<file path="src/rtl/cache_refill_ctrl_if.sv">
// rtl/cache_refill_ctrl_if.sv - CPU, flash and tag/data table signals of the cache refill controller
interface cache_refill_ctrl_if #(
  parameter int WAYS   = 4,
  parameter int WORDS  = 4,
  parameter int IDX_W  = 4,
  parameter int ADDR_W = 18
);
  localparam int OFF_W = $clog2(WORDS);
  localparam int AGE_W = $clog2(WAYS);
  localparam int TAG_W = ADDR_W - OFF_W - IDX_W;
  localparam int ENT_W = TAG_W + AGE_W + 1;

  // CPU side
  logic                    miss;
  logic [ADDR_W-1:0]       miss_addr;
  logic                    hready_out;
  logic [31:0]             rdata;
  // flash_ctrl side
  logic                    req;
  logic [ADDR_W+1:0]       c_addr;
  logic                    ack;
  logic                    valid;
  logic [31:0]             data;
  // tag and data tables
  logic [WAYS*ENT_W-1:0]   tag_rd;
  logic [IDX_W-1:0]        set_idx;
  logic [WAYS-1:0]         data_we;
  logic [WORDS*32-1:0]     data_wdata;
  logic                    tag_we;
  logic [WAYS*ENT_W-1:0]   tag_wdata;

  // master: the refill controller
  modport master (
    input  miss, miss_addr, ack, valid, data, tag_rd,
    output hready_out, rdata, req, c_addr, set_idx, data_we, data_wdata, tag_we, tag_wdata
  );

  // slave: the CPU, flash_ctrl and tables around the controller
  modport slave (
    output miss, miss_addr, ack, valid, data, tag_rd,
    input  hready_out, rdata, req, c_addr, set_idx, data_we, data_wdata, tag_we, tag_wdata
  );
endinterface

</file>
<file path="src/rtl/cache_refill_ctrl.sv">
// rtl/cache_refill_ctrl.sv - line refill controller: fetch from flash, pick victim, write data and tags
module cache_refill_ctrl #(
  parameter int WAYS          = 4,
  parameter int WORDS         = 4,
  parameter int IDX_W         = 4,
  parameter int ADDR_W        = 18,
  parameter int EARLY_RESTART = 1
) (
  input  logic                hclk,
  input  logic                hreset_n,
  cache_refill_ctrl_if.master bus
);
  localparam int OFF_W = $clog2(WORDS);
  localparam int AGE_W = $clog2(WAYS);
  localparam int TAG_W = ADDR_W - OFF_W - IDX_W;
  localparam int ENT_W = TAG_W + AGE_W + 1;

  typedef enum logic [2:0] {
    S_IDLE    = 3'd0,
    S_REQ     = 3'd1,
    S_RECV    = 3'd2,
    S_WR_DATA = 3'd3,
    S_WR_TAG  = 3'd4
  } state_t;

  state_t                state;
  logic [TAG_W-1:0]      tag_q;
  logic [IDX_W-1:0]      idx_q;
  logic [OFF_W-1:0]      off_q;
  logic [AGE_W-1:0]      victim_q;
  logic [AGE_W-1:0]      old_age_q;
  logic [OFF_W-1:0]      beat_cnt;
  logic [31:0]           line_buf [WORDS];
  logic [31:0]           rdata_q;
  logic                  hready_q;
  logic                  req_q;
  logic [WAYS-1:0]       data_we_q;
  logic                  tag_we_q;
  logic [WAYS*ENT_W-1:0] tag_wdata_q;

  logic [AGE_W-1:0]      vic_sel;
  logic [AGE_W-1:0]      vic_age;
  logic [AGE_W-1:0]      inv_way;
  logic [AGE_W-1:0]      old_way;
  logic                  found_inv;
  logic                  found_old;
  logic [WAYS*ENT_W-1:0] new_tags;
  logic [WORDS*32-1:0]   line_flat;

  // Victim choice: an empty way first (lowest number), else the oldest way, else way 0
  always_comb begin
    found_inv = 1'b0;
    found_old = 1'b0;
    inv_way   = '0;
    old_way   = '0;
    for (int w = 0; w < WAYS; w++) begin
      if (!found_inv && !bus.tag_rd[w*ENT_W]) begin
        found_inv = 1'b1;
        inv_way   = AGE_W'(w);
      end
      if (!found_old && (bus.tag_rd[w*ENT_W+1 +: AGE_W] == AGE_W'(WAYS-1))) begin
        found_old = 1'b1;
        old_way   = AGE_W'(w);
      end
    end
    vic_sel = found_inv ? inv_way : (found_old ? old_way : '0);
    vic_age = bus.tag_rd[int'(vic_sel)*ENT_W+1 +: AGE_W];
  end

  // New set entries: victim becomes youngest, valid ways younger than its old age move one step older
  always_comb begin
    new_tags = bus.tag_rd;
    for (int w = 0; w < WAYS; w++) begin
      if (AGE_W'(w) == victim_q) begin
        new_tags[w*ENT_W +: ENT_W] = {tag_q, {AGE_W{1'b0}}, 1'b1};
      end else if (bus.tag_rd[w*ENT_W] && (bus.tag_rd[w*ENT_W+1 +: AGE_W] < old_age_q)) begin
        new_tags[w*ENT_W+1 +: AGE_W] = bus.tag_rd[w*ENT_W+1 +: AGE_W] + 1'b1;
      end
    end
  end

  // Flatten the line buffer onto the data-table write bus
  always_comb begin
    line_flat = '0;
    for (int k = 0; k < WORDS; k++) begin
      line_flat[k*32 +: 32] = line_buf[k];
    end
  end

  // Refill sequencer with registered handshake, strobe and CPU-release outputs
  always_ff @(posedge hclk or negedge hreset_n) begin
    if (!hreset_n) begin
      state       <= S_IDLE;
      tag_q       <= '0;
      idx_q       <= '0;
      off_q       <= '0;
      victim_q    <= '0;
      old_age_q   <= '0;
      beat_cnt    <= '0;
      rdata_q     <= '0;
      hready_q    <= 1'b1;
      req_q       <= 1'b0;
      data_we_q   <= '0;
      tag_we_q    <= 1'b0;
      tag_wdata_q <= '0;
      for (int k = 0; k < WORDS; k++) begin
        line_buf[k] <= '0;
      end
    end else begin
      data_we_q <= '0;
      tag_we_q  <= 1'b0;
      case (state)
        S_IDLE: begin
          if (bus.miss) begin
            {tag_q, idx_q, off_q} <= bus.miss_addr;
            req_q    <= 1'b1;
            hready_q <= 1'b0;
            state    <= S_REQ;
          end
        end
        S_REQ: begin
          if (bus.ack) begin
            victim_q  <= vic_sel;
            old_age_q <= vic_age;
            req_q     <= 1'b0;
            beat_cnt  <= '0;
            state     <= S_RECV;
          end
        end
        S_RECV: begin
          if (bus.valid) begin
            line_buf[beat_cnt] <= bus.data;
            beat_cnt           <= beat_cnt + 1'b1;
            if (beat_cnt == off_q) begin
              rdata_q <= bus.data;
              if (EARLY_RESTART != 0) begin
                hready_q <= 1'b1;
              end
            end
            if (beat_cnt == OFF_W'(WORDS-1)) begin
              data_we_q <= WAYS'(1) << victim_q;
              state     <= S_WR_DATA;
            end
          end
        end
        S_WR_DATA: begin
          tag_we_q    <= 1'b1;
          tag_wdata_q <= new_tags;
          state       <= S_WR_TAG;
        end
        S_WR_TAG: begin
          if (EARLY_RESTART == 0) begin
            hready_q <= 1'b1;
          end
          state <= S_IDLE;
        end
        default: state <= S_IDLE;
      endcase
    end
  end

  assign bus.hready_out = hready_q;
  assign bus.rdata      = rdata_q;
  assign bus.req        = req_q;
  assign bus.c_addr     = {tag_q, idx_q, {OFF_W{1'b0}}, 2'b00};
  assign bus.set_idx    = idx_q;
  assign bus.data_we    = data_we_q;
  assign bus.data_wdata = line_flat;
  assign bus.tag_we     = tag_we_q;
  assign bus.tag_wdata  = tag_wdata_q;
endmodule

</file>
<file path="src/flat_wrapper.sv">
// flat-port wrapper written by rule: the top's interface ports become plain ports
module cache_refill_ctrl_flat 
#(
  parameter int WAYS          = 4,
  parameter int WORDS         = 4,
  parameter int IDX_W         = 4,
  parameter int ADDR_W        = 18,
  parameter int EARLY_RESTART = 1
)
  (hclk, hreset_n, bus_miss, bus_miss_addr, bus_ack, bus_valid, bus_data, bus_tag_rd, bus_hready_out, bus_rdata, bus_req, bus_c_addr, bus_set_idx, bus_data_we, bus_data_wdata, bus_tag_we, bus_tag_wdata);
  cache_refill_ctrl_if #(.WAYS(WAYS), .WORDS(WORDS), .IDX_W(IDX_W), .ADDR_W(ADDR_W)) bus_i ();
  input  logic hclk;
  input  logic hreset_n;
  input wire logic [$bits(bus_i.miss)-1:0] bus_miss;
  input wire logic [$bits(bus_i.miss_addr)-1:0] bus_miss_addr;
  input wire logic [$bits(bus_i.ack)-1:0] bus_ack;
  input wire logic [$bits(bus_i.valid)-1:0] bus_valid;
  input wire logic [$bits(bus_i.data)-1:0] bus_data;
  input wire logic [$bits(bus_i.tag_rd)-1:0] bus_tag_rd;
  output wire logic [$bits(bus_i.hready_out)-1:0] bus_hready_out;
  output wire logic [$bits(bus_i.rdata)-1:0] bus_rdata;
  output wire logic [$bits(bus_i.req)-1:0] bus_req;
  output wire logic [$bits(bus_i.c_addr)-1:0] bus_c_addr;
  output wire logic [$bits(bus_i.set_idx)-1:0] bus_set_idx;
  output wire logic [$bits(bus_i.data_we)-1:0] bus_data_we;
  output wire logic [$bits(bus_i.data_wdata)-1:0] bus_data_wdata;
  output wire logic [$bits(bus_i.tag_we)-1:0] bus_tag_we;
  output wire logic [$bits(bus_i.tag_wdata)-1:0] bus_tag_wdata;
  assign bus_i.miss = bus_miss;
  assign bus_i.miss_addr = bus_miss_addr;
  assign bus_i.ack = bus_ack;
  assign bus_i.valid = bus_valid;
  assign bus_i.data = bus_data;
  assign bus_i.tag_rd = bus_tag_rd;
  assign bus_hready_out = bus_i.hready_out;
  assign bus_rdata = bus_i.rdata;
  assign bus_req = bus_i.req;
  assign bus_c_addr = bus_i.c_addr;
  assign bus_set_idx = bus_i.set_idx;
  assign bus_data_we = bus_i.data_we;
  assign bus_data_wdata = bus_i.data_wdata;
  assign bus_tag_we = bus_i.tag_we;
  assign bus_tag_wdata = bus_i.tag_wdata;
  cache_refill_ctrl #(.WAYS(WAYS), .WORDS(WORDS), .IDX_W(IDX_W), .ADDR_W(ADDR_W), .EARLY_RESTART(EARLY_RESTART)) u_core (.hclk(hclk), .hreset_n(hreset_n), .bus(bus_i));
endmodule
</file>
<file path="config.mk">
export PLATFORM = sky130hd
export DESIGN_NAME = cache_refill_ctrl_flat
export DESIGN_NICKNAME = d
export VERILOG_FILES = /design/src/rtl/cache_refill_ctrl_if.sv /design/src/rtl/cache_refill_ctrl.sv /design/src/flat_wrapper.sv
export SDC_FILE = /design/constraint.sdc
export NUM_CORES = 1
export LEC_CHECK = 0
export CAP_MARGIN = 40
export CORE_ASPECT_RATIO = 0.9
export CORE_MARGIN = 10
export CORE_UTILIZATION = 46
export CTS_BUF_LIST = sky130_fd_sc_hd__clkbuf_8 sky130_fd_sc_hd__clkbuf_16
export CTS_CLUSTER_SIZE = 30
export DETAILED_ROUTE_END_ITERATION = 16
export PLACE_DENSITY = 0.81
export SYNTH_ARGS = -nofsm -noshare
export SYNTH_HDL_FRONTEND = slang
export SYNTH_SLANG_ARGS = --single-unit
</file>
<file path="constraint.sdc">
create_clock -name hclk -period 2 [get_ports hclk]
set_clock_uncertainty 0.05 [all_clocks]
set_input_delay 0.5 -clock hclk [delete_from_list [all_inputs] [get_ports hclk]]
set_output_delay 0.5 -clock hclk [all_outputs]
set_load 0.1 [all_outputs]
</file>
Word level (Yosys, flattened, before mapping)
Index checks and enable logic that the tools add are counted.
{"block": "classes", "reduce_logical": 32, "bitwise_logic": 1, "shifts": 2, "n_mux": 54, "mul": 1, "n_eq_ne": 17, "magnitude_cmp": 6, "addsub": 6}
{"operator": "$bwmux W128", "n": 1}
{"operator": "$demux W32 S2", "n": 1}
{"operator": "$shiftx A60 B32 Y2", "n": 1}
{"operator": "$mux W12", "n": 4}
{"operator": "$add A32 B2 Y32 const B", "n": 1}
{"operator": "$mux W2", "n": 16}
{"operator": "$mux W32", "n": 1}
{"operator": "$mux W1", "n": 20}
{"operator": "$mux W3", "n": 4}
{"operator": "$mux W4", "n": 3}
{"operator": "$pmux W3 S4", "n": 1}
{"operator": "$logic_and A1 B1 Y1", "n": 11}
{"operator": "$add A2 B1 Y2 const B", "n": 5}
{"operator": "$eq A2 B2 Y1 const B", "n": 5}
{"operator": "$reduce_and A3 Y1", "n": 3}
{"operator": "$logic_not A1 Y1", "n": 8}
{"operator": "$lt A2 B2 Y1", "n": 4}
{"operator": "$reduce_and A4 Y1", "n": 2}
{"operator": "$eq A3 B2 Y1 const B", "n": 2}
{"operator": "$mul A2 B4 Y6 const B", "n": 1}
{"operator": "$ne A2 B2 Y1 const B", "n": 3}
{"operator": "$reduce_and A2 Y1", "n": 3}
{"operator": "$reduce_bool A2 Y1", "n": 3}
{"operator": "$eq A2 B2 Y1 const A", "n": 2}
{"operator": "other kinds (12)", "n": 14}
{"block": "word_totals", "inputBits": 115, "output_inout_bits": 251, "regBits": 254}

Longest topological paths before layout
Gate-level depths: netlist of run 1.
{"block": "depth", "word_depth": 16, "mapped_depth": 12}

Worst setup path before layout of run 1
No wires, ideal clock.
{"block": "synth_timing", "kind": "input-to-reg", "from": "in bus_tag_rd[16]", "to": "reg u_core.old_age_q[1]", "setup_time_ps": 129, "t_required_ps": 1821, "setup_slack_ps": -476, "t_arrival_ps": 2297, "cell_stages": 11, "path_cell_list": "ha_1 > o311ai_1 > and3_1 > buf_4 > inv_2 > ha_1 > nand4b_1 > mux2i_1 > nor3_1 > a22oi_2 > a22oi_2"}
{"block": "synth_between", "elab_chain_cells": 14}
{"element": "from (decl)", "line_no": "flat_wrapper.sv:19", "rtl": "input wire logic [$bits(bus_i.tag_rd)-1:0] bus_tag_rd;"}
{"element": "$eq A2 B2 Y1 (*)", "line_no": "cache_refill_ctrl.sv:61", "rtl": "if (!found_old && (bus.tag_rd[w*ENT_W+1 +: AGE_W] == AGE_W'(WAYS-1))) begin"}
{"element": "$logic_and A1 B1 Y1 (*)", "line_no": "cache_refill_ctrl.sv:61"}
{"element": "$mux W1 (*)", "line_no": "cache_refill_ctrl.sv:61"}
{"element": "$logic_not A1 Y1", "line_no": "cache_refill_ctrl.sv:61"}
{"element": "$logic_and A1 B1 Y1", "line_no": "cache_refill_ctrl.sv:61"}
{"element": "$mux W1", "line_no": "cache_refill_ctrl.sv:61"}
{"element": "$logic_not A1 Y1", "line_no": "cache_refill_ctrl.sv:61"}
{"element": "$logic_and A1 B1 Y1", "line_no": "cache_refill_ctrl.sv:61"}
{"element": "$mux W2 / $mux W1 (equally long branches)", "line_no": "cache_refill_ctrl.sv:61"}
{"element": "$mux W2 (*) (2 in series)", "line_no": "cache_refill_ctrl.sv:66", "rtl": "vic_sel = found_inv ? inv_way : (found_old ? old_way : '0);"}
{"element": "net u_core.vic_sel[1]", "line_no": "cache_refill_ctrl.sv:41", "rtl": "logic [AGE_W-1:0] vic_sel;"}
{"element": "$mul A2 B4 Y6 (*)", "line_no": "cache_refill_ctrl.sv:67", "rtl": "vic_age = bus.tag_rd[int'(vic_sel)*ENT_W+1 +: AGE_W];"}
{"element": "$add A32 B2 Y32 (*)", "line_no": "cache_refill_ctrl.sv:67"}
{"element": "$shiftx A60 B32 Y2 (*)", "line_no": "cache_refill_ctrl.sv:67"}
{"element": "to (signal assigned)", "line_no": "cache_refill_ctrl.sv:124", "rtl": "old_age_q <= vic_age;"}
{"element": "to (decl)", "line_no": "cache_refill_ctrl.sv:31", "rtl": "logic [AGE_W-1:0] old_age_q;"}
Mark *: on every way through the listed nets, which the timed path passes. The rest lies on a longest branch.
A chain may end at the register's enable or synchronous reset.

Worst setup path after layout of run 1
{"block": "layout_timing", "from": "in bus_tag_rd[1]", "to": "reg u_core.old_age_q[1]"}
{"block": "layout_between", "elab_chain_cells": 16}
{"element": "$eq A2 B2 Y1", "line_no": "cache_refill_ctrl.sv:61"}
{"element": "$mux W1", "line_no": "cache_refill_ctrl.sv:61"}
{"element": "$logic_not A1 Y1", "line_no": "cache_refill_ctrl.sv:61"}
{"element": "$logic_and A1 B1 Y1", "line_no": "cache_refill_ctrl.sv:61"}
{"element": "$mux W1", "line_no": "cache_refill_ctrl.sv:61"}
{"element": "$logic_not A1 Y1", "line_no": "cache_refill_ctrl.sv:61"}
{"element": "$logic_and A1 B1 Y1", "line_no": "cache_refill_ctrl.sv:61"}
{"element": "$mux W1", "line_no": "cache_refill_ctrl.sv:61"}
{"element": "$logic_not A1 Y1", "line_no": "cache_refill_ctrl.sv:61"}
{"element": "$logic_and A1 B1 Y1", "line_no": "cache_refill_ctrl.sv:61"}
{"element": "$mux W2 / $mux W1 (equally long branches)", "line_no": "cache_refill_ctrl.sv:61"}
{"element": "$mux W2 (2 in series)", "line_no": "cache_refill_ctrl.sv:66"}
{"element": "$mul A2 B4 Y6", "line_no": "cache_refill_ctrl.sv:67"}
{"element": "$add A32 B2 Y32", "line_no": "cache_refill_ctrl.sv:67"}
{"element": "$shiftx A60 B32 Y2 (*)", "line_no": "cache_refill_ctrl.sv:67"}
Every way passes the cells marked *; elsewhere a longest branch is shown, timed or not.

==> flow_summary_export.csv, run 1 <==
group,metric,value,unit
worst_hold_path,hold_path_end,"u_core.bus.tag_wdata[1]",
global_routing,grt_pass1_wl,59800,um
placement,dp.final_hpwl,29300,um
worst_hold_path,min_from,"bus_tag_rd[1]",
floorplan,start_util,46.9,%
global_routing,grt.busiest_layer,"met2",
drt,drcViolationCount,0,
setup_path,critPathMaxStageDelay,300,ps
setup_path,rr_startpoint,"u_core.state[0]",
synth,ys_seq_elements,254,
clocking,h-tree-depth,1,
drt,routedWlPerCell,25.9,um
setup_path,end_kind,"flop",
setup_path,slowest_stage,"and3_4",
cells_and_area,layout_common_cells,"263 x buf_12, 253 x dfrtp_1, 180 x mux2_2, 101 x clkdlybuf4s50_1, 100 x nand2_1",
floorplan,fp.coreArea,22600,sq um
synth,yosys_warnings,0,
global_routing,grt_overflow,0,
timing,setup_violations,0,
floorplan,die_area,29600,sq um
timing,rsz0062_at_grt,"true",
floorplan,io_pins,366,
floorplan,row_count,52,
clocking,clk_latency,520,ps
global_routing,met3_usage,11.0,%
placement,port_buffers,361,
synth,yosys.area_share.adder,1.88,%
floorplan,chipHeight,164,um
synth,synth_compound_area_share,5.49,%
clocking,clk_pin_slew,60,ps
drt,drt-initial-drc-count,477,
synth,yosysTopAreaCell,"dfrtp_1",
global_routing,grt_util_met1,27.6,%
drt,ant_nets,0,
synth,synth_top_family_by_area,"multiplexers",
worst_hold_path,hold_class,"primary input to flop",
synth,synthCells,813,
cells_and_area,mostFrequentLayoutCell,"buf_12",
drt,vias_per_cell,5.40,
setup_path,reg2regPathDepth,5,
setup_path,rrSetupSlack,140,ps
setup_path,startpoint_type,"primary input",
cells_and_area,nFillCells,1099,
placement,gp_congestion,0.900,
setup_path,path_cells,"buf_6, ha_4, o311ai_4, and3_4, inv_8, ha_4, nand4b_1, mux2i_2, nor3_2, a22oi_2, a22oi_2",
drt,via_count,8311,
cells_and_area,area_delta_synth_final,75.1,%
setup_path,worstPathArrival,2320,ps
timing,fin_crit,1970,ps
global_routing,antenna_found_initial,1,
setup_path,cp_max_fo,4,
synth,muxShareOfSynthArea,22.6,%
job,drv_cap,0,
synth,synth_seq_area_share,59.8,%
synth,synth_top_area_share,59.6,%
setup_path,cp_top_family,"simple AND/OR/NAND/NOR gates",
timing,timing.final.crit_share,98.4,%
cells_and_area,layout-drive-gt1-share,46.4,%
clocking,clock_path_buffers,3,
synth,synth_simple_gate_area_share,6.73,%
clocking,cts_buffers,26,
synth,synth.cell_area,10600,sq um
synth,synth.avg_cell_area,13.1,sq um
setup_path,path_class,"primary input to flop",
floorplan,die_width,180,um
clocking,cts_num_sinks,254,
timing,slew_headroom,51.3,%
timing,slew_viol_final,0,
setup_path,critPathRequiredTime,2350,ps
worst_hold_path,min_path_cells,4,
timing,max_freq,508,MHz
global_routing,use_met2,45.7,%
cells_and_area,antenna_cells,0,
synth,synth_xor_area_share,0.494,%
cells_and_area,register_area,6360,sq um
drt,routed_wl,39900,um
timing,hold_slack,345,ps
synth,synthTopCellsByArea,"dfrtp_1 60%, mux2_2 19%, nand2_1 3.6%, mux2i_1 3.1%, ha_1 1.9%",
setup_path,reg2reg_to,"u_core.bus.data_wdata[4]",
global_routing,grt_pass1_vias,9281,
global_routing,grt_max_degree,67,
drt,dr.pass1.iters,5,
outcome,status,"completed",
global_routing,grt_util_all_layers,25.9,%
setup_path,path_buf_inv,2,
clocking,clock-root-buffer,"clkbuf_16",
timing,tightest_slew,731,ps
cells_and_area,multi_input_area,4110,sq um
clocking,cts_tree,"yes",
timing,finalHoldViolCount,0,
cells_and_area,fin_nets,1352,
synth,synth_cell_types,50,
## metrics by stage
step / std cells / utilization [%] / setup slack, ps / TNS [ps] / area (sq um)
3_5_place_dp: 1486 / 77.8 / -997 / -25700 / 17600
2_1_floorplan: 816 / - / -273 / -507 / 10700
6_report: 1538 / 82.2 / 32.2 / 0 / 18600
4_1_cts: 1536 / 81.8 / 11.4 / 0 / 18500
3_3_place_gp: 1486 / 77.8 / -919 / -21040 / 17600
5_1_grt: 1538 / 82.2 / -35.1 / -35.1 / 18600
## Yosys cell counts, drive strengths merged
| library cell | number |
|---|---|
| o32a | 1 |
| o31a | 1 |
| dfrtp | 253 |
| nor3 | 2 |
| a21o | 1 |
| mux4 | 2 |
| o311ai | 1 |
| xor2 | 2 |
| nor2 | 42 |
| nand2b | 3 |
| conb | 1 |
| o21ai | 36 |
| ha | 16 |
| o2111ai | 1 |
| clkbuf | 15 |
| nor3b | 2 |
| a21oi | 9 |
| dfstp | 1 |
| o211ai | 1 |
| a31oi | 27 |
| and3b | 2 |
| nand4b | 2 |
| a32oi | 1 |
| mux2i | 33 |
| nand3 | 1 |
| nor2b | 6 |
| o311a | 1 |
| a221oi | 1 |
| and3 | 2 |
| buf | 34 |
| nand2 | 103 |
| inv | 13 |
| a31o | 1 |
| a2111oi | 1 |
| a22oi | 2 |
| xnor2 | 4 |
| mux2 | 180 |
| nand4 | 2 |
| or3 | 1 |
| o31ai | 6 |
## cell families after synthesis
| logic type | Yosys count |
|---|---|
| multiplexers | 215 |
| AND/OR/NAND/NOR | 168 |
| flip-flops | 254 |
| other | 1 |
| buffers and inverters | 62 |
| XOR/XNOR | 6 |
| AO/OA/AOI/OAI | 91 |
| adder cells (fa/ha/maj) | 16 |
## state kept, by name, indices dropped and copies added (netlist names)
| name | count |
|---|---|
| u_core.bus.data_wdata | 128 |
| u_core.old_age_q | 2 |
| u_core.tag_q | 12 |
| u_core.victim_q | 2 |
| u_core.bus.tag_wdata | 60 |
| u_core.bus.tag_we | 1 |
| u_core.state | 3 |
| u_core.off_q | 2 |
| u_core.bus.rdata | 32 |
| u_core.bus.req | 1 |
| u_core.bus.hready_out | 1 |
| u_core.beat_cnt | 2 |
| u_core.bus.set_idx | 4 |
| u_core.bus.data_we | 4 |
## worst min-delay path, cell delays in order
cell,delay (ps)
buf_6,80
buf_4,120
xnor2_1,110
o31ai_1,60
## cell type report
type	count	area share, %
clock buffers	30	3.85
inverters	13	0.329
clock inverters	18	1.14
flip-flops and latches	254	34.2
well taps	297	2.00
multi-input cells	500	22.1
repair buffers	426	36.4
## layer usage
layer | vias up | part of all wire (%)
met2 | 433 | 51
li1 | 3656 | -
met1 | 4142 | 35
met4 | 2 | 3.4
met3 | 78 | 11
met5 | - | 0.033
## how the worst max path moves through the flow
| stage | from | to | slack (ps) | cells past startpoint |
|---|---|---|---|---|
| finish | bus_tag_rd[1] | u_core.old_age_q[1] | 30 | 11 |
| global route | bus_tag_rd[1] | u_core.old_age_q[1] | -40 | 11 |
| CTS | bus_tag_rd[46] | u_core.old_age_q[1] | 10 | 12 |
| detailed placement | bus_tag_rd[47] | u_core.old_age_q[1] | -1000 | 13 |
| global placement | bus_tag_rd[32] | u_core.old_age_q[1] | -920 | 13 |
| floorplan | bus_tag_rd[47] | u_core.old_age_q[1] | -270 | 12 |
## what timing repair did
| item | CTS | global route |
|---|---|---|
| setup endpoints to repair | 2 | 2 |
| cloned | 0 | 0 |
| pin swaps | 9 | 12 |
| hold buffers | 1 | 0 |
| resized for setup | 40 | 17 |
| setup buffers | 2 | 2 |
| endpoints found under the hold margin | 39 | 0 |
Power of run 1 is left out: the tool's default activity adds up to more than one toggle a clock period on the data nets, which glitch-free logic cannot reach.
==> run 2: changes to the inputs <==
- TNS_END_PERCENT: unset -> 50
==> run 2 against run 1 <==
Against the previous run:
- clock-buffer cell count increased by 4
- register-to-register slack about the same
- fmax increased by 1.5%
- worst hold slack improved by 20 ps
- global-route usage fell by 0.19 points
- critical endpoint unchanged
- largest cell class unchanged
==> flow_summary_export.csv, run 2 (synthesis results as in run 1) <==
group,metric,value,unit
setup_path,critPathRequiredTime,2370,ps
drt,vias_per_cell,5.36,
placement,pre_cts_slack,-1020,ps
setup_path,reg2reg_to,"u_core.bus.tag_wdata[16]",
clocking,h-tree-depth,1,
cells_and_area,fin_nets,1363,
setup_path,rr_startpoint,"u_core.old_age_q[1]",
setup_path,worstPathArrival,2300,ps
setup_path,reg2regPathDepth,7,
cells_and_area,mostFrequentLayoutCell,"buf_12",
timing,slew_headroom,48.1,%
setup_path,cp_max_fo,5,
clocking,cts_num_sinks,254,
global_routing,grt_pass1_wl,59200,um
floorplan,io_pins,366,
cells_and_area,area_delta_synth_final,75.7,%
cells_and_area,layout-drive-gt1-share,46.7,%
clocking,clock-root-buffer,"clkbuf_16",
drt,routed_wl,39700,um
cells_and_area,post-route-util,82.5,%
floorplan,row_count,52,
drt,drt-initial-drc-count,592,
global_routing,grt_util_all_layers,25.7,%
floorplan,die_width,180,um
setup_path,end_kind,"flop",
setup_path,cp-startpoint,"bus_tag_rd[46]",
drt,drcViolationCount,0,
timing,max_freq,516,MHz
floorplan,start_util,46.9,%
drt,ant_nets,0,
floorplan,die_area,29600,sq um
setup_path,rrSetupSlack,140,ps
placement,gp_congestion,0.912,
timing,finalHoldViolCount,0,
setup_path,critPathMaxStageDelay,300,ps
clocking,cts_buffers,28,
timing,tightest_slew,778,ps
timing,setup_slack,61.8,ps
setup_path,path_cells,"buf_4, ha_4, nor2_4, o311ai_4, and3_4, inv_8, ha_4, nand4b_1, mux2i_1, nor3_2, a22oi_2, a22oi_2",
clocking,clk_pin_slew,60,ps
drt,routedWlPerCell,25.6,um
setup_path,startpoint_type,"primary input",
timing,fin_crit,1940,ps
clocking,cts_tree,"yes",
job,drv_cap,0,
clocking,clock_path_buffers,3,
setup_path,critical_path.endpoint,"u_core.old_age_q[1]",
clocking,clk_latency,530,ps
drt,dr.pass1.iters,5,
placement,dp.final_hpwl,29600,um
global_routing,grt_pass1_vias,9168,
drt,via_count,8318,
outcome,status,"completed",
floorplan,chipHeight,164,um
timing,setup_tns,0,ps
timing,hold_slack,365,ps
cells_and_area,nFillCells,1087,
global_routing,grt_max_degree,60,
cells_and_area,largest_reg_flops,128,
timing,setup_violations,0,
setup_path,path_class,"primary input to flop",
placement,port_buffers,361,
floorplan,fp.coreArea,22600,sq um
timing,slew_viol_final,0,
global_routing,grt_overflow,0,
worst_hold_path,hold_class,"primary input to flop",
timing,timing.final.crit_share,96.9,%
cells_and_area,layout_common_cells,"262 x buf_12, 253 x dfrtp_1, 179 x mux2_2, 101 x clkdlybuf4s50_1, 99 x nand2_1",
global_routing,antenna_found_initial,2,
setup_path,slowest_stage,"and3_4",
-- run 2: what timing repair did --
action / 4_1_cts / 5_1_grt
pin swaps: 11 / 13
hold endpoints to repair: 40 / 0
hold buffers: 1 / 0
gates resized for setup: 36 / 22
endpoints found under the setup margin: 2 / 2
setup buffers: 1 / 5
-- run 2: metal layers --
layer	wire length [um]	vias up	share of wire, %	GRT usage, %
li1	-	3671	-	-
met1	14300	4175	36	27.9
met2	20000	406	50	45.0
met3	4180	66	11	10.7
met4	1220	0	3.1	8.19
met5	0	-	0	0
-- run 2: worst min-delay path by stage --
stage	endpoint	cells after the start	startpoint	slack, ps
2_1_floorplan	u_core.beat_cnt[0]	0	hreset_n	150
3_3_place_gp	u_core.bus.tag_wdata[9]	1	hreset_n	410
3_5_place_dp	u_core.bus.tag_wdata[9]	1	hreset_n	410
4_1_cts	u_core.bus.tag_wdata[16]	4	bus_tag_rd[16]	350
5_1_grt	u_core.bus.tag_wdata[15]	4	bus_tag_rd[15]	370
6_report	u_core.bus.tag_wdata[15]	4	bus_tag_rd[15]	360
-- run 2: critical path: cells and delay by family --
family                   cells  cell delay, ps
AND/OR/NAND/NOR              4             620
AO/OA/AOI/OAI                3             520
adder cells (fa/ha/maj)      2             280
multiplexers                 1             240
buffers and inverters        2             140
-- run 2: through the flow --
| step | cells | cell area (sq um) |
|---|---|---|
| floorplan | 816 | 10700 |
| global placement | 1493 | 17700 |
| detailed placement | 1493 | 17700 |
| CTS | 1545 | 18600 |
| global route | 1552 | 18700 |
| finish | 1552 | 18700 |
-- run 2: cell type report --
class / instances / area, sq um / share of cell area (%)
Timing Repair Buffer: 435 / 6830 / 36.6
Sequential cell: 254 / 6360 / 34.0
Multi-Input combinational cell: 500 / 4130 / 22.1
Clock buffer: 34 / 783 / 4.19
Tap cell: 297 / 372 / 1.99
Clock inverter: 17 / 136 / 0.730
Inverter: 13 / 63.8 / 0.342
Antenna cell: 2 / 5.00 / 0.0268
Power of run 2 is left out for the same reason.
==> run 3: changes to the inputs <==
- ABC_AREA: unset -> 1
==> run 3 against run 2 <==
Against the previous run:
- first-iteration DRC count up 51%
- highest routed layer unchanged
- flip-flop and latch count unchanged
- final cell count grew 20%
- area after synthesis barely moved
- core utilization is 1.2 points lower
==> flow_summary_export.csv, run 3 <==
group,metric,value,unit
clocking,clock-root-buffer,"clkbuf_16",
setup_path,slowest_stage,"dfrtp_1",
cells_and_area,layout-drive-gt1-share,26.5,%
synth,synth-edff-count,0,
timing,setup_violations,0,
cells_and_area,area_delta_synth_final,73.1,%
cells_and_area,mostFrequentLayoutCell,"nand2_1",
synth,ys.flop_type,"dfrtp_1",
setup_path,end_kind,"primary output",
drt,routed_wl,41100,um
worst_hold_path,hold_class,"flop to flop",
drt,ant_nets,0,
setup_path,critPathRequiredTime,1450,ps
cells_and_area,layout_common_cells,"320 x nand2_1, 259 x buf_12, 253 x dfrtp_1, 231 x o21ai_0, 113 x clkdlybuf4s50_1",
job,drv_cap,0,
setup_path,path_buf_inv,1,
clocking,h-tree-depth,1,
timing,rsz0062_at_grt,"false",
floorplan,start_util,47.0,%
clocking,cts_tree,"yes",
cells_and_area,largest_reg_flops,128,
cells_and_area,fin_cells,1861,
synth,muxShareOfSynthArea,0.0941,%
synth,yosysMostFrequentCell,"nand2_1",
setup_path,path_class,"flop to primary output",
global_routing,grt_overflow,0,
timing,slew_viol_final,0,
placement,port_buffers,361,
floorplan,die_width,180,um
global_routing,grt_util_all_layers,26.6,%
cells_and_area,fin_nets,1670,
synth,synthCells,1151,
floorplan,row_count,52,
clocking,cts_setup_buffers,0,
setup_path,path_cells,"buf_12",
floorplan,fp.coreArea,22600,sq um
synth,synth.cell_area,10600,sq um
setup_path,critPathMaxStageDelay,600,ps
global_routing,grt_max_degree,66,
synth,synth.avg_cell_area,9.24,sq um
drt,drt-initial-drc-count,893,
setup_path,cp_max_fo,6,
drt,drcViolationCount,0,
timing,setup_tns,0,ps
clocking,cts_num_sinks,254,
synth,async_reset_ff_share,100,%
timing,max_freq,519,MHz
setup_path,worstPathArrival,1380,ps
floorplan,io_pins,366,
synth,synth_xor_area_share,0.329,%
drt,dr.pass1.iters,7,
timing,slew_headroom,54.3,%
timing,hold_slack,439,ps
synth,synth_cell_types,35,
clocking,clock_path_buffers,3,
global_routing,antenna_found_initial,3,
placement,gp_congestion,0.914,
synth,yosys.area_share.adder,1.88,%
synth,yosys_warnings,0,
floorplan,die_area,29600,sq um
clocking,clk_latency,530,ps
clocking,clk_pin_slew,60,ps
timing,finalHoldViolCount,0,
placement,dp.final_hpwl,30400,um
global_routing,grt_pass1_vias,10700,
synth,synth_top_area_share,59.5,%
timing,setup_slack,74.2,ps
synth,yosysTopAreaCell,"dfrtp_1",
synth,ys_seq_elements,254,
floorplan,chipHeight,164,um
placement,pre_cts_slack,-449,ps
global_routing,grt_pass1_wl,62600,um
synth,synth_seq_area_share,59.8,%
outcome,status,"completed",
synth,synthTopCellsByArea,"dfrtp_1 60%, nand2_1 11%, o21ai_0 11%, o21ai_2 2.9%, inv_1 2.6%",
timing,tightest_slew,685,ps
setup_path,startpoint_type,"flop",
synth,synth_top_family_by_area,"simple AND/OR/NAND/NOR gates",
synth,synth_common_cells,"321 x nand2_1, 253 x dfrtp_1, 231 x o21ai_0",
drt,routedWlPerCell,22.1,um
setup_path,cp_top_family,"flip-flops",
synth,synth_compound_area_share,14.8,%
drt,vias_per_cell,5.44,
synth,synth_simple_gate_area_share,17.0,%
timing,fin_crit,1930,ps
clocking,cts_buffers,28,
placement,placed_cells,1805,
timing,timing.final.crit_share,96.3,%
drt,via_count,10100,
run 3: worst paths after layout:
check	slack [ps]	cells past startpoint	endpoint	startpoint
hold reg to reg	440	2	u_core.bus.hready_out	u_core.bus.hready_out
min in group asynchronous	460	2	u_core.bus.data_wdata[113]	hreset_n
setup reg to reg	220	8	u_core.bus.data_wdata[116]	u_core.state[2]
setup / recovery	70	1	bus_c_addr[19]	u_core.tag_q[11]
hold / removal	440	2	u_core.bus.hready_out	u_core.bus.hready_out
max in group asynchronous	730	3	u_core.bus.tag_wdata[59]	hreset_n
run 3: cells by family (layout without fill, tap and decap cells):
group / count (synthesis) / count (layout)
muxes: 1 / 1
DFF: 254 / 254
buffers and inverters: 144 / 551
AOI/OAI and AO/OA: 286 / 286
other: 1 / 7
xor gates and xnor gates: 4 / 4
adders and majority gates: 16 / 16
and+or+nand+nor: 445 / 445
run 3: final cells by class:
class                      count  area (sq um)
timing repair buffer         420          6690
sequential                   254          6360
fill                        1211          4240
multi-input combinational    756          3680
clock buffer                  36           822
tap                          297           372
inverter                      79           297
clock inverter                16           189
antenna                        3          7.51
run 3: through the flow:
| step | utilization [%] | instance area [sq um] |
|---|---|---|
| 2_1_floorplan | - | 10700 |
| 4_1_cts | 81.2 | 18400 |
| 5_1_grt | 81.3 | 18400 |
| 6_report | 81.3 | 18400 |
| 3_3_place_gp | 76.7 | 17400 |
| 3_5_place_dp | 76.7 | 17400 |
run 3: metal layers:
metal / part of all wire [%] / track usage [%] / wire length, um
met5: 0 / 0 / 0
met4: 5.1 / 13.6 / 2110
met1: 37 / 31.0 / 15100
met2: 48 / 44.3 / 19800
met3: 9.9 / 7.77 / 4060
run 3: repair_timing:
action	in CTS	in global routing
setup endpoints to repair	0	2
endpoints found under the hold margin	54	0
hold buffers	1	0
gates resized for setup	0	3
Power of run 3 is left out for the same reason.
